**src/rtl/activation_arbiter.sv**
```systemverilog
// Round-robin arbiter that time-shares one Elliot_Activation unit between N_REQ requesters,
// sequencing the unit through clear, start and wait-for-end, with a timeout watchdog.
module activation_arbiter #(
    parameter int N_REQ   = 4,
    parameter int WIDTH   = 32,
    parameter int TIMEOUT = 128
) (
    input  logic                   clk,
    input  logic                   reset,
    input  logic [N_REQ-1:0]       req,
    input  logic [N_REQ*WIDTH-1:0] x_in,
    output logic [N_REQ-1:0]       gnt,
    output logic [N_REQ-1:0]       done,
    output logic [WIDTH-1:0]       y_out,
    output logic                   err,
    output logic                   busy,
    output logic [WIDTH-1:0]       act_x,
    output logic                   act_start,
    output logic                   act_reset,
    input  logic [WIDTH-1:0]       act_y,
    input  logic                   act_end
);

    localparam int IW = (N_REQ > 1) ? $clog2(N_REQ) : 1;
    localparam int CW = $clog2(TIMEOUT + 1);
    localparam logic [CW-1:0] CNT_LAST = CW'(TIMEOUT - 1);
    localparam logic [IW-1:0] IDX_LAST = IW'(N_REQ - 1);

    typedef enum logic [2:0] {
        S_IDLE,
        S_CLEAR,
        S_START,
        S_WAIT,
        S_DONE
    } state_t;

    state_t         state;
    logic [IW-1:0]  ptr;
    logic [IW-1:0]  idx;
    logic [CW-1:0]  cnt;
    logic [IW-1:0]  sel;
    logic [IW-1:0]  pos;
    logic           any;

    // Round-robin pick: first asserted request at or after ptr, wrapping to 0.
    // NOTE: every always_comb output gets a default before the loop, otherwise a latch is inferred.
    always_comb begin
        sel = '0;
        pos = '0;
        any = 1'b0;
        for (int k = 0; k < N_REQ; k++) begin
            pos = IW'((int'(ptr) + k) % N_REQ);
            if (!any && req[pos]) begin
                any = 1'b1;
                sel = pos;
            end
        end
    end

    // NOTE: sequential state uses non-blocking assignments so every register samples pre-edge values.
    always_ff @(posedge clk or negedge reset) begin
        if (!reset) begin
            state     <= S_IDLE;
            ptr       <= '0;
            idx       <= '0;
            cnt       <= '0;
            gnt       <= '0;
            done      <= '0;
            y_out     <= '0;
            err       <= 1'b0;
            busy      <= 1'b0;
            act_x     <= '0;
            act_start <= 1'b0;
            act_reset <= 1'b1;
        end else begin
            case (state)
                S_IDLE: begin
                    act_reset <= 1'b0;
                    if (any) begin
                        idx       <= sel;
                        act_x     <= x_in[sel*WIDTH +: WIDTH];
                        gnt       <= N_REQ'(1) << sel;
                        busy      <= 1'b1;
                        act_reset <= 1'b1;
                        state     <= S_CLEAR;
                    end
                end
                S_CLEAR: begin
                    act_reset <= 1'b0;
                    act_start <= 1'b1;
                    state     <= S_START;
                end
                S_START: begin
                    act_start <= 1'b0;
                    cnt       <= '0;
                    state     <= S_WAIT;
                end
                S_WAIT: begin
                    cnt <= cnt + CW'(1);
                    // A real end pulse takes priority over a simultaneous timeout.
                    if (act_end) begin
                        y_out <= act_y;
                        err   <= 1'b0;
                        done  <= gnt;
                        state <= S_DONE;
                    end else if (cnt == CNT_LAST) begin
                        y_out     <= '0;
                        err       <= 1'b1;
                        done      <= gnt;
                        act_reset <= 1'b1;
                        state     <= S_DONE;
                    end
                end
                S_DONE: begin
                    done      <= '0;
                    gnt       <= '0;
                    busy      <= 1'b0;
                    act_reset <= 1'b0;
                    ptr       <= (idx == IDX_LAST) ? '0 : idx + IW'(1);
                    state     <= S_IDLE;
                end
                default: state <= S_IDLE;
            endcase
        end
    end

endmodule

```
**config.mk**
```make
export PLATFORM = sky130hd
export DESIGN_NAME = activation_arbiter
export DESIGN_NICKNAME = d
export VERILOG_FILES = /design/src/rtl/activation_arbiter.sv
export SDC_FILE = /design/constraint.sdc
export NUM_CORES = 1
export LEC_CHECK = 0
export ABC_CLOCK_PERIOD_IN_PS = 1900
export BUFFER_PORTS_ARGS = -buffer_cell sky130_fd_sc_hd__buf_2
export CORE_MARGIN = 3
export CORE_UTILIZATION = 40
export DETAILED_ROUTE_END_ITERATION = 16
export GPL_TIMING_DRIVEN = 0
export HOLD_SLACK_MARGIN = 0.06
export PLACE_DENSITY = 0.75
export SYNTH_ARGS = -nofsm -noshare
export SYNTH_HDL_FRONTEND = slang
export SYNTH_SLANG_ARGS = --single-unit
```
**constraint.sdc**
```tcl
create_clock -name clk -period 1.9 [get_ports clk]
set_clock_uncertainty 0.15 [all_clocks]
set_input_delay 0 -clock clk [delete_from_list [all_inputs] [get_ports clk]]
set_output_delay 0 -clock clk [all_outputs]
set_load 0.02 [all_outputs]
```
# Word level (Yosys, flattened, before mapping)
# Index checks and enable logic that the tools add are counted.
[totals]
inputBits = 167
word_cells = 90
register_bits = 91
output_inout_bits = 76
[classes]
reduce_logical = 20
order_cmp = 4
n_eq_ne = 10
n_shift = 2
mux = 37
n_addsub = 5
[op_table]
columns = ["operator", "count"]
rows = [
  ["128-bit by 8-bit indexed part select with 32-bit output", 1],
  ["32-bit two-way mux", 2],
  ["4-bit one-hot mux with 2 select lines", 2],
  ["8-bit one-hot mux with 2 select lines", 1],
  ["1-bit two-way mux", 13],
  ["2-bit by 3-bit < comparator with 1-bit output, second input constant", 4],
  ["4-bit two-way mux", 3],
  ["3-bit one-hot mux with 4 select lines", 1],
  ["2-bit two-way mux", 5],
  ["2-bit AND reduction", 5],
  ["2-bit nonzero test", 5],
  ["3-bit two-way mux", 3],
  ["8-bit by 1-bit adder with 8-bit output, second input constant", 1],
  ["1-bit binary-select mux with 2-bit select", 4],
  ["8-bit by 7-bit == test with 1-bit output, second input constant", 1],
  ["3-bit by 2-bit == test with 1-bit output, second input constant", 2],
  ["2-bit != test, second input constant", 3],
  ["2-bit by 1-bit adder with 2-bit output, second input constant", 2],
  ["2-bit adder, second input constant", 2],
  ["1-bit one-hot mux with 2 select lines", 2],
  ["1-bit by 2-bit left shift with 4-bit output, first input constant", 1],
  ["3-bit by 1-bit == test with 1-bit output, second input constant", 1],
  ["3-bit == test, second input constant", 1],
  ["1-bit logical AND", 3],
  ["8 further kinds", 10],
]

# Longest topological paths before layout
[logic_depth]
word_depth = 15
mapped_depth = 8

# Worst setup path after synthesis
# OpenSTA, ideal clock, no wires.
[synth_timing]
path_type = "reg2reg"
startpoint = "register cnt[0]"
endpoint = "register y_out[0]"
setup_ns = 0.066
arrival_time_ns = 1.709
synth_period_minus_slack_ns = 1.925
stages_incl_launch_ff = 8
t_required_ns = 1.684
n_path_buf = 2
slack_ns = -0.025
path_cell_list = "dfrtp_1 -> ha_1 -> and3_1 -> a41oi_1 -> nand2b_1 -> buf_2 -> buf_2 -> a22o_1"
[synth_between]
elab_chain_len = 3
[synth_rtl]
columns = ["element", "line_no", "rtl"]
rows = [
  ["from (decl)", "40", "logic [CW-1:0] cnt;"],
  ["from (signal assigned)", "99", "cnt <= cnt + CW'(1);"],
  ["8-bit by 7-bit == test with 1-bit output", "106", "end else if (cnt == CNT_LAST) begin"],
  ["2-bit nonzero test (no line)", "-", ""],
  ["2-bit AND reduction (no line)", "-", ""],
  ["to (signal assigned)", "102", "y_out <= act_y;"],
  ["to (decl)", "14", "output logic [WIDTH-1:0] y_out,"],
]
# Every way passes these cells.
# A chain may end at the register's enable or synchronous reset.

# Worst setup path in the final report
[layout_timing]
startpoint = "register ptr[0]"
endpoint = "register act_x[16]"
[layout_between]
elab_chain_len = 13
word_cells_on_any_way = 27
cone_classes = "add/sub: 3; shift: 1; mux: 16; reduce/logical: 7"
[layout_rtl]
columns = ["element", "line_no", "rtl"]
rows = [
  ["from (decl)", "38", "logic [IW-1:0] ptr;"],
  ["from (signal assigned)", "119", "ptr <= (idx == IDX_LAST) ? '0 : idx + IW'(1);"],
  ["branches (longest 13 deep; another with 2-bit by 1-bit adder with 2-bit output)", "-", ""],
  ["to (signal assigned)", "81", "act_x <= x_in[sel*WIDTH +: WIDTH];"],
  ["to (decl)", "17", "output logic [WIDTH-1:0] act_x,"],
]
# Parallel ways; which one is timed is not known. The select of a mux whose other input is x is not followed.

==> run_results.csv <==
group,metric,value,unit
yosys,synth_top_area_cell,"dfrtp_1",
die,core.rowCount,38,
worst_setup_path,r2r_setup_slack,-0.09,ns
power_and_ir_drop,pwr-share-seq,29.8,%
yosys,ys.flop_type,"dfrtp_1",
yosys,yosys_warnings,0,
layout,finalNetCount,1051,
clocking,cts_tree,"built",
global_routing,busiest_layer,"met2",
power_and_ir_drop,power.density,1390,mW/mm²
worst_setup_path,slowest_stage,"dfrtp_2",
sta,slew-limit-headroom,69.1,%
worst_setup_path,critical-path-top-delay-family,"compound AO/OA/AOI/OAI gates",
global_routing,grt_pass1_wl,33300,µm
worst_setup_path,crit_type,"reg -> reg",
clocking,root_buffer,"clkbuf_16",
yosys,syn_area_per_cell,10.1,µm²
worst_setup_path,worstRegToRegCells,7,
routing,ant_nets,0,
routing,first_pass_iters,7,
layout,regArea,0.00228,mm²
sta,tightestPinTransition,0.464,ns
power_and_ir_drop,peakVddDrop,992,µV
sta,setup_viol,18,
worst_setup_path,cp_num_buf_inv,2,
die,die_h,113,µm
clocking,cts_inserted_buffers,9,
die,initial_utilization,41.7,%
placement,portBuffers,241,
yosys,synthesis.area,0.00460,mm²
layout,area_delta_synth_final,81.5,%
power_and_ir_drop,p_leak,0.00407,µW
yosys,synth_top_area_share,49.0,%
routing,avgViaCountPerCell,5.82,
clocking,clk_latency,0.35,ns
worst_setup_path,worstPathCellList,"nand2b_4, and4b_1, buf_2, buf_4, o21ai_0, a21oi_1, o22a_1",
layout,fill_cells,733,
hold_path,holdPathStages,4,
worst_setup_path,end_kind,"flip-flop",
routing,vias,5998,
power_and_ir_drop,finalPower,11600,µW
global_routing,met2_usage,55.3,%
global_routing,use_met1,36.9,%
global_routing,overflow,0,
global_routing,track_usage,32.6,%
die,core,0.0110,mm²
sta,setup_ws,-0.0928,ns
clocking,cts_max_path_buffers,2,
power_and_ir_drop,combPwrFrac,55.1,%
placement,pre_cts_slack,-0.522,ns
outcome,status,"finished, violations left",
sta,rsz0062_at_grt,"true",
worst_setup_path,slowest_delay,0.45,ns
layout,fin_util,75.7,%
placement,dp.cells,837,
die,fp.dieW,113,µm
global_routing,grt_antenna_before_repair,1,
yosys,synth-seq-cells,91,
yosys,syn_inst,455,
hold_path,worstHoldStart,"req[1]",
sta,fmax,502,MHz
routing,wire_per_inst,20.3,µm
sta,tns,-0.632,ns
routing,drtIter0Drc,435,
worst_setup_path,r2r_end,"act_x[16]$_DFFE_PN0P_",
die,pin_count,243,
sta,final.min_clock_period,1.99,ns
power_and_ir_drop,switching_share,43.9,%
routing,drc,0,
die,dieArea,0.0128,mm²
worst_setup_path,cp_data_arrival_time,2.08,ns
global_routing,grt_pass1_vias,6409,
yosys,ys_async_sr_fraction,100,%
yosys,synth_fp_nets,624,
power_and_ir_drop,switching_power,5070,µW
clocking,clock-sinks,91,
hold_path,holdPathEnd,"act_reset$_DFFE_PN1P_",
routing,routed_wl,21000,µm
power_and_ir_drop,p_int,6490,µW
yosys,synth_edf_count,0,
hold_path,hold_path.class,"in -> reg",
yosys,ys_seq_area_share,49.5,%
clocking,cts.clk_slew.worst_paths,0.07,ns
sta,hold_viol,0,
worst_setup_path,start_kind,"flip-flop",
sta,slew_violations,0,
layout,multiInputGateArea,0.00225,mm²
global_routing,gr-usage-met3,8.56,%
yosys,ys_types,44,
layout,drive_gt1_share,39.1,%
power_and_ir_drop,clkPwrFrac,15.2,%
placement,place.gp.congestion,0.868,
worst_setup_path,cp_max_fo,10,
outcome,violations,"negative setup slack",
worst_setup_path,required,1.99,ns
clocking,cts_max_level,3,
layout,fin_cells,1031,
worst_setup_path,r2r-start,"ptr[0]$_DFFE_PN0P_",
sta,fin_crit_sh,105,%
job,max_cap_viol_count,0,
global_routing,grt_max_degree,60,
yosys,synthTopCellsByArea,"dfrtp_1, a22o_1, a221o_1",
placement,dp_hpwl,11700,µm
[cell usage in the layout, fill, tap and decap left out, types with 7 or more instances in the layout]
master	count
clkbuf_16	9
a22o_1	36
nand3_1	29
nor2_1	23
buf_6	16
a221o_1	25
o21ai_1	16
buf_4	16
mux2i_1	7
a21oi_1	36
o21ai_0	25
o22a_1	25
nand2_1	24
dfrtp_1	86
dlygate4sd3_1	163
buf_2	249
and3_1	9
[worst reg2reg max path, delay by kind of cell, from the launching register on]
family / cells / cell delay (ns)
DFF: 1 / 0.45
AOI/OAI and AO/OA: 3 / 0.57
buffers and inverters: 2 / 0.36
and+or+nand+nor: 2 / 0.36
[per-stage QoR]
stage	hold WS, ns	area [µm²]
CTS	0.0640	8160
finish	0.0825	8350
global placement	0.0761	5980
floorplan	-0.446	4600
detailed placement	-0.165	6010
global route	0.117	8340
[power by group through the flow]
stage | registers [µW] | clock network [µW] | logic (µW)
final | 3440 | 1760 | 6370
after detailed placement | 3420 | 0 | 5240
after global routing | 3540 | 1880 | 6810
after floorplan | 4300 | 0 | 2530
after CTS | 3390 | 1790 | 5870
after global placement | 3380 | 0 | 5100
[kinds of logic after synthesis]
logic type      after synthesis  share of synthesized area (%)
fa+ha+maj                     2                          0.544
mux                           7                           1.52
buf+inv                      49                           5.30
compound gates              193                           30.6
flops                        91                           49.5
simple gates                113                           12.5
[cell usage after synthesis, types with 2 or more instances]
cell	number
o22a_1	25
ha_1	2
nand2b_1	5
inv_1	4
or4_4	2
clkbuf_1	15
o21ai_0	42
and3_1	11
buf_4	4
buf_2	23
a221o_1	25
a21oi_1	37
mux2i_1	7
a31oi_1	2
dfrtp_1	90
nand3_1	31
a21o_1	2
a221oi_1	7
nand2_1	25
a22o_1	36
nor2b_1	3
buf_6	2
nor2_1	26
nor3_1	2
a21boi_0	8
[metal layers]
layer	part of all wire (%)	vias up	routed length (µm)
li1	-	2595	-
met1	36	2840	7620
met2	49	447	10300
met3	8.8	116	1850
met4	5.8	0	1220
met5	0	-	0
[area by class of cell]
| type | count | share of cell area, % |
|---|---|---|
| Antenna cell | 4 | 0.120 |
| Clock inverter | 7 | 0.719 |
| Multi-Input combinational cell | 315 | 27.0 |
| Sequential cell | 91 | 27.3 |
| Buffer | 41 | 3.93 |
| Tap cell | 140 | 2.10 |
| Inverter | 4 | 0.180 |
| Timing Repair Buffer | 420 | 36.0 |
| Clock buffer | 9 | 2.70 |
[flip-flops by register name, indices dropped and copies added, names as in the netlist]
signal / count
act_reset: 1
cnt: 8
act_start: 1
ptr: 2
err: 1
act_x: 32
y_out: 32
done: 4
state: 3
busy: 1
idx: 2
gnt: 4
[worst max path at each step]
stage                     slack [ns]                  from  depth (start not counted)               endpoint
final                          -0.09    ptr[0]$_DFFE_PN0P_                          7  act_x[16]$_DFFE_PN0P_
after global routing           -0.11    ptr[0]$_DFFE_PN0P_                          7  act_x[16]$_DFFE_PN0P_
after CTS                     -0.004    ptr[0]$_DFFE_PN0P_                          7  act_x[20]$_DFFE_PN0P_
after detailed placement       -0.52  state[1]$_DFFE_PN0P_                          6   act_x[5]$_DFFE_PN0P_
after global placement         -0.48  state[1]$_DFFE_PN0P_                          6     idx[0]$_DFFE_PN0P_
after floorplan                -0.02    cnt[0]$_DFFE_PN0P_                          7   y_out[0]$_DFFE_PN0P_
[timing repair]
item | CTS | global route
buffers inserted | 6 | 5
setup endpoints to repair | 76 | 68
hold buffers | 163 | 0
gates resized for setup | 50 | 73
endpoints found under the hold margin | 158 | 0
gates cloned | 3 | 1
pin swaps | 2 | 5
No activity file was read; power rests on OpenSTA's default activity.
